### src/rtl/uart_pkg.sv
// ============================================================================
// Module      : uart_pkg
// Description : Shared UART constants and receiver state encoding.
// Revision    : 1.0 - initial release
// ============================================================================
`default_nettype none

package uart_pkg;

    localparam int   c_CLKS_PER_BIT = 434;
    localparam int   c_DATA_BITS    = 8;
    localparam logic c_START_BIT    = 1'b0;
    localparam logic c_STOP_BIT     = 1'b1;

    typedef enum logic [2:0] {
        IDLE  = 3'd0,
        START = 3'd1,
        DATA  = 3'd2,
        STOP  = 3'd3,
        BREAK = 3'd4
    } uart_state_t;

endpackage

`default_nettype wire

### src/rtl/uart_rx_if.sv
// ============================================================================
// Module      : uart_rx_if
// Description : Serial line and received-byte signals of the UART receiver.
// Revision    : 1.0 - initial release
// ============================================================================
`default_nettype none

interface uart_rx_if;
    import uart_pkg::*;

    logic                   uart_rx_data;
    logic [c_DATA_BITS-1:0] rx_data;
    logic                   rx_valid;
    logic                   rx_frame_err;
    logic                   rx_busy;

    modport master (
        output uart_rx_data,
        input  rx_data,
        input  rx_valid,
        input  rx_frame_err,
        input  rx_busy
    );

    modport slave (
        input  uart_rx_data,
        output rx_data,
        output rx_valid,
        output rx_frame_err,
        output rx_busy
    );

endinterface

`default_nettype wire

### src/rtl/uart_sync.sv
// ============================================================================
// Module      : uart_sync
// Description : N-flop synchroniser for an asynchronous input, resets to 1.
// Revision    : 1.0 - initial release
// ============================================================================
`default_nettype none

module uart_sync #(
    parameter int STAGES = 2
) (
    input  wire logic clk,
    input  wire logic rst,
    input  wire logic i_async,
    output logic      o_sync
);

    logic [STAGES-1:0] r_sync;

    always_ff @(posedge clk) begin
        if (rst) begin
            r_sync <= '1;
        end else begin
            r_sync <= {r_sync[STAGES-2:0], i_async};
        end
    end

    assign o_sync = r_sync[STAGES-1];

endmodule

`default_nettype wire

### src/rtl/uart_rx.sv
// ============================================================================
// Module      : uart_rx
// Description : 8N1 UART receiver, mid-bit sampling, valid / framing strobes.
// Revision    : 1.0 - initial release
// ============================================================================
`default_nettype none

module uart_rx
    import uart_pkg::*;
#(
    parameter int CLKS_PER_BIT = c_CLKS_PER_BIT,
    parameter int DATA_BITS    = c_DATA_BITS,
    parameter int SYNC_STAGES  = 2
) (
    input  wire logic RST_clk,
    input  wire logic RST_n,
    uart_rx_if.slave  bus
);

    localparam int c_CNT_W = $clog2(CLKS_PER_BIT);
    localparam logic [c_CNT_W-1:0] c_CNT_HALF = c_CNT_W'(CLKS_PER_BIT / 2 - 1);
    localparam logic [c_CNT_W-1:0] c_CNT_LAST = c_CNT_W'(CLKS_PER_BIT - 1);
    localparam logic [2:0]         c_IDX_LAST = 3'(DATA_BITS - 1);

    logic                 w_rx_s;
    logic                 r_rx_prev;
    uart_state_t          r_state,   w_state_nxt;
    logic [c_CNT_W-1:0]   r_bit_cnt, w_bit_cnt_nxt;
    logic [2:0]           r_bit_idx, w_bit_idx_nxt;
    logic [DATA_BITS-1:0] r_shift,   w_shift_nxt;
    logic [DATA_BITS-1:0] r_rx_data, w_rx_data_nxt;
    logic                 r_valid,   w_valid_nxt;
    logic                 r_ferr,    w_ferr_nxt;

    uart_sync #(
        .STAGES (SYNC_STAGES)
    ) u_sync (
        .clk     (RST_clk),
        .rst     (RST_n),
        .i_async (bus.uart_rx_data),
        .o_sync  (w_rx_s)
    );

    always_ff @(posedge RST_clk) begin
        if (RST_n) begin
            r_rx_prev <= 1'b1;
            r_state   <= IDLE;
            r_bit_cnt <= '0;
            r_bit_idx <= '0;
            r_shift   <= '0;
            r_rx_data <= '0;
            r_valid   <= 1'b0;
            r_ferr    <= 1'b0;
        end else begin
            r_rx_prev <= w_rx_s;
            r_state   <= w_state_nxt;
            r_bit_cnt <= w_bit_cnt_nxt;
            r_bit_idx <= w_bit_idx_nxt;
            r_shift   <= w_shift_nxt;
            r_rx_data <= w_rx_data_nxt;
            r_valid   <= w_valid_nxt;
            r_ferr    <= w_ferr_nxt;
        end
    end

    always_comb begin
        w_state_nxt   = r_state;
        w_bit_cnt_nxt = r_bit_cnt + 1'b1;
        w_bit_idx_nxt = r_bit_idx;
        w_shift_nxt   = r_shift;
        w_rx_data_nxt = r_rx_data;
        w_valid_nxt   = 1'b0;
        w_ferr_nxt    = 1'b0;
        case (r_state)
            IDLE: begin
                w_bit_cnt_nxt = '0;
                if (!w_rx_s && r_rx_prev) begin
                    w_state_nxt = START;
                end
            end
            START: begin
                if (r_bit_cnt == c_CNT_HALF) begin
                    w_bit_cnt_nxt = '0;
                    w_bit_idx_nxt = '0;
                    w_state_nxt   = (w_rx_s == c_START_BIT) ? DATA : IDLE;
                end
            end
            DATA: begin
                if (r_bit_cnt == c_CNT_LAST) begin
                    w_bit_cnt_nxt = '0;
                    w_shift_nxt   = {w_rx_s, r_shift[DATA_BITS-1:1]};
                    if (r_bit_idx == c_IDX_LAST) begin
                        w_state_nxt = STOP;
                    end else begin
                        w_bit_idx_nxt = r_bit_idx + 3'd1;
                    end
                end
            end
            STOP: begin
                // Leaving mid-stop-bit lets an immediately following start edge be caught.
                if (r_bit_cnt == c_CNT_LAST) begin
                    w_bit_cnt_nxt = '0;
                    if (w_rx_s == c_STOP_BIT) begin
                        w_rx_data_nxt = r_shift;
                        w_valid_nxt   = 1'b1;
                        w_state_nxt   = IDLE;
                    end else begin
                        w_ferr_nxt    = 1'b1;
                        w_state_nxt   = BREAK;
                    end
                end
            end
            BREAK: begin
                w_bit_cnt_nxt = '0;
                if (w_rx_s) begin
                    w_state_nxt = IDLE;
                end
            end
            default: begin
                w_bit_cnt_nxt = '0;
                w_state_nxt   = IDLE;
            end
        endcase
    end

    assign bus.rx_data      = r_rx_data;
    assign bus.rx_valid     = r_valid;
    assign bus.rx_frame_err = r_ferr;
    assign bus.rx_busy      = (r_state != IDLE);

endmodule

`default_nettype wire

### src/flat_wrapper.sv
// flat-port wrapper written by rule: the top's interface ports become plain ports
module uart_rx_flat import uart_pkg::*;
#(
    parameter int CLKS_PER_BIT = c_CLKS_PER_BIT,
    parameter int DATA_BITS    = c_DATA_BITS,
    parameter int SYNC_STAGES  = 2
)
  (RST_clk, RST_n, bus_uart_rx_data, bus_rx_data, bus_rx_valid, bus_rx_frame_err, bus_rx_busy);
  uart_rx_if bus_i ();
  input  wire logic RST_clk;
  input  wire logic RST_n;
  input wire logic [$bits(bus_i.uart_rx_data)-1:0] bus_uart_rx_data;
  output wire logic [$bits(bus_i.rx_data)-1:0] bus_rx_data;
  output wire logic [$bits(bus_i.rx_valid)-1:0] bus_rx_valid;
  output wire logic [$bits(bus_i.rx_frame_err)-1:0] bus_rx_frame_err;
  output wire logic [$bits(bus_i.rx_busy)-1:0] bus_rx_busy;
  assign bus_i.uart_rx_data = bus_uart_rx_data;
  assign bus_rx_data = bus_i.rx_data;
  assign bus_rx_valid = bus_i.rx_valid;
  assign bus_rx_frame_err = bus_i.rx_frame_err;
  assign bus_rx_busy = bus_i.rx_busy;
  uart_rx #(.CLKS_PER_BIT(CLKS_PER_BIT), .DATA_BITS(DATA_BITS), .SYNC_STAGES(SYNC_STAGES)) u_core (.RST_clk(RST_clk), .RST_n(RST_n), .bus(bus_i));
endmodule
### config.mk
export PLATFORM = sky130hd
export DESIGN_NAME = uart_rx_flat
export DESIGN_NICKNAME = d
export VERILOG_FILES = /design/src/rtl/uart_pkg.sv /design/src/rtl/uart_rx_if.sv /design/src/rtl/uart_sync.sv /design/src/rtl/uart_rx.sv /design/src/flat_wrapper.sv
export SDC_FILE = /design/constraint.sdc
export NUM_CORES = 1
export LEC_CHECK = 0
export BUFFER_PORTS_ARGS = -buffer_cell sky130_fd_sc_hd__buf_2
export CAP_MARGIN = 10
export CORE_ASPECT_RATIO = 0.5
export CORE_MARGIN = 2
export CORE_UTILIZATION = 29
export CTS_CLUSTER_DIAMETER = 200
export CTS_CLUSTER_SIZE = 20
export DETAILED_ROUTE_END_ITERATION = 10
export REMOVE_ABC_BUFFERS = 1
export SLEW_MARGIN = 25
export SYNTH_ARGS = -nofsm -noshare
export SYNTH_HDL_FRONTEND = slang
export SYNTH_HIERARCHICAL = 1
export SYNTH_SLANG_ARGS = --single-unit
### constraint.sdc
create_clock -name RST_clk -period 2.25 [get_ports RST_clk]
set_clock_uncertainty 0.1 [all_clocks]
set_input_delay 0.1125 -clock RST_clk [delete_from_list [all_inputs] [get_ports RST_clk]]
set_output_delay 0.1125 -clock RST_clk [all_outputs]
set_load 0.02 [all_outputs]
==> metrics.csv <==
stage,metric,value,unit
synthesis,async_flop_share,0,
timing,worstMarginPinSlew,0.526,ns
floorplan,rows,18,
clock_network,cts-htree-levels,2,
critical_path,r2r-end,u_core/r_shift[7]$_SDFFE_PP0P_,
timing,fin_crit_sh,0.909,
hold_path,hold_class,input port to register,
synthesis,ys_warn_count,6,
critical_path,timing.rr.start,u_core/r_state[1]$_SDFFE_PP0P_,
hold_path,hold_path.startpoint,RST_n,
synthesis,synthFlopType,dfxtp_1,
clock_network,worst_skew_pair.late_latency,0.29,ns
synthesis,synth-simple-area-share,0.214,
clock_network,cts.sinks,36,
synthesis,synth-compound-area-share,0.0856,
final_layout,fin_util,0.361,
timing,max_freq,0.489,GHz
critical_path,r2r_slack,0.20,ns
synthesis,synthMuxAreaShare,0.122,
synthesis,synth-seq-area-share,0.461,
timing,finalSetupViolCount,0,
synthesis,synth_top_family_by_area,simple AND/OR/NAND/NOR gates,
clock_network,clk_pin_slew,0.08,ns
timing,rsz0062_at_grt,false,
critical_path,path_class,register to register,
synthesis,synth.ff_latch_count,36,
timing,relSlewSlack,0.648,
place,numPortBuffers,13,
pwr,vdd_ir_drop_max,228,uV
routing,totalWireLength,2840,microns
synthesis,synthXorXnorAreaFrac,0.0392,
floorplan,initial_utilization,0.309,
pwr,leakage,0.729,nW
global_route,grt_usage,0.102,
critical_path,critPathMaxFanout,12,
critical_path,worstPathRequired,2.31,ns
floorplan,ios,14,
clock_network,post_cts_buffers,0,
floorplan,die_h,55.9,microns
timing,drv_slew,0,
routing,drc_errors,0,
critical_path,worstPathArrival,2.11,ns
synthesis,synth_area_per_cell,9.60,sq um
synthesis,synthCells,163,
place,routabilityCongestion,0.769,
synthesis,synth_fa_ha_area_frac,0.0400,
run_status,status,finished clean,
timing,min_period,2.05,ns
hold_path,hold_path_depth,2,
floorplan,core,5070,sq um
final_layout,drive_gt1_frac,0.171,
routing,detail-route-antenna-nets,0,
critical_path,worstSetupStartpointType,register,
synthesis,synth_area_leaders,"dfxtp_1 (46%), mux2i_1 (12%), nor2_1 (7.2%)",
place,place_ws,0.191,ns
global_route,antenna_found_initial,0,
timing,setup_ws,0.205,ns
global_route,first_global_vias,1031,
timing,finalHoldViolations,0,
final_layout,area_growth,17.0,%
routing,viasPerCell,4.52,
final_layout,diodes,0,
hold_path,hold-path-endpoint,u_core/bus.rx_data[2]$_SDFFE_PP0P_,
pwr,power.density,669,nW/um^2
pwr,total_power,1.22,mW
clock_network,cts_buffer_depth,2,
routing,wl_per_cell,11.3,microns
synthesis,synth_area,1560,sq um
floorplan,die_w,108,microns
routing,via_count,1135,
timing,final.setup.tns,0,ns
flow_run,max-cap-violations,0,
clock_network,cts_root_buf,clkbuf_8,
routing,first_pass_iters,4,
global_route,grt_first_pass_wirelength,4810,microns
global_route,grt_start_max_net_pins,27,
critical_path,cp-end-kind,register,
critical_path,worstRegToRegCells,4,
global_route,overflow,0,
clock_network,cts_made_buffers,5,
synthesis,synth_top_area_frac,0.461,
synthesis,ys_types,36,
routing,drt_iter0_drc,39,
clock_network,cts_tree,yes,
final_layout,layout_common_cells,"dfxtp_1 (36), nor2_1 (30), mux2i_1 (18)",
floorplan,die-area,6030,sq um
synthesis,synth_edf_count,0,
place,dp_hpwl,2000,microns
final_layout,layout_commonest_cell,dfxtp_1,
synthesis,synth.largest_area_cell,dfxtp_1,
final_layout,fin_nets,188,
==> synth_stat cells (2+ instances only) <==
library cell  count
or3b_1            3
ha_1              5
nor3_1            2
a21oi_1           4
nor2_1           30
xnor2_1           6
clkbuf_1          4
or2_1             2
mux2i_1          18
or2_2             2
nand2_1           6
nand3_1           3
o41ai_1           2
inv_1             8
nand3b_1          2
o21ai_0           3
o311ai_0          3
buf_2             3
and4b_1           3
or3_1             2
dfxtp_1          36
nor2b_1           2
==> cell type report <==
cell class,count,area (sq um)
tap,70,87.6
inverter,8,30.0
sequential,36,721
fill,508,3240
timing repair buffer,17,97.6
multi-input combinational,112,783
clock buffer,5,68.8
clock inverter,3,42.5
==> how the worst max path moves through the flow <==
stage	from	to	slack, ns	cells past startpoint
3_5_place_dp	u_core/r_state[1]$_SDFFE_PP0P_	u_core/r_bit_idx[2]$_SDFFE_PP0P_	0.19	4
5_1_grt	u_core/r_state[1]$_SDFFE_PP0P_	u_core/r_shift[3]$_SDFFE_PP0P_	0.04	4
4_1_cts	u_core/r_state[1]$_SDFFE_PP0P_	u_core/r_shift[7]$_SDFFE_PP0P_	0.20	4
6_report	u_core/r_state[1]$_SDFFE_PP0P_	u_core/r_shift[7]$_SDFFE_PP0P_	0.20	4
3_3_place_gp	u_core/r_state[1]$_SDFFE_PP0P_	u_core/r_shift[7]$_SDFFE_PP0P_	0.26	4
2_1_floorplan	u_core/r_state[1]$_SDFFE_PP0P_	u_core/r_bit_idx[1]$_SDFFE_PP0P_	0.44	4
==> cell families after synthesis <==
kind of cell | Yosys count
AND/OR/NAND/NOR | 63
adder cells (fa/ha/maj) | 5
buffers and inverters | 15
AO/OA/AOI/OAI | 18
XOR/XNOR | 7
multiplexers | 19
flip-flops | 36
==> routing by layer <==
metal | vias to the layer above | global-route usage | part of all wire
li1 | 591 | - | -
met1 | 525 | 0.136 | 0.52
met2 | 15 | 0.145 | 0.42
met3 | 4 | 0.0351 | 0.040
met4 | 0 | 0.0549 | 0.015
met5 | - | 0 | 0
==> registers in the layout, summed over array words and instances (netlist names) <==
| signal | count |
|---|---|
| u_core/r_bit_cnt | 9 |
| u_core/bus.rx_data | 8 |
| u_core/r_shift | 8 |
| u_core/r_bit_idx | 3 |
| u_core/r_state | 3 |
| u_core/u_sync/r_sync | 2 |
| u_core/bus.rx_frame_err | 1 |
| u_core/bus.rx_valid | 1 |
| u_core/r_rx_prev | 1 |
==> critical path: stages, from the launching register on <==
cell	delay (ns)
dfxtp_1	0.51
or3b_1	0.47
nand3b_1	0.49
mux2i_1	0.30
nor2_1	0.05
==> repair_timing <==
| item | CTS | global route |
|---|---|---|
| gates resized for setup | 0 | 0 |
| hold buffers | 1 | 0 |
| hold endpoints to repair | 1 | 0 |
==> power breakdown <==
| part | switching, mW | total [mW] | internal [mW] | leakage, nW |
|---|---|---|---|---|
| registers | 0.00248 | 0.642 | 0.639 | 0.290 |
| logic | 0.0150 | 0.0246 | 0.00960 | 0.384 |
| clock network | 0.230 | 0.558 | 0.328 | 0.0541 |
| total | 0.248 | 1.22 | 0.977 | 0.729 |
==> metrics by stage <==
step	cells	hold WS, ns	area [sq um]
after detailed placement	242	0.197	1710
after global placement	242	0.194	1710
final	251	0.141	1830
after CTS	251	0.142	1830
after global routing	251	0.160	1830
after floorplan	156	0.0849	1530
Note: power is estimated with default switching activity, not from simulation.
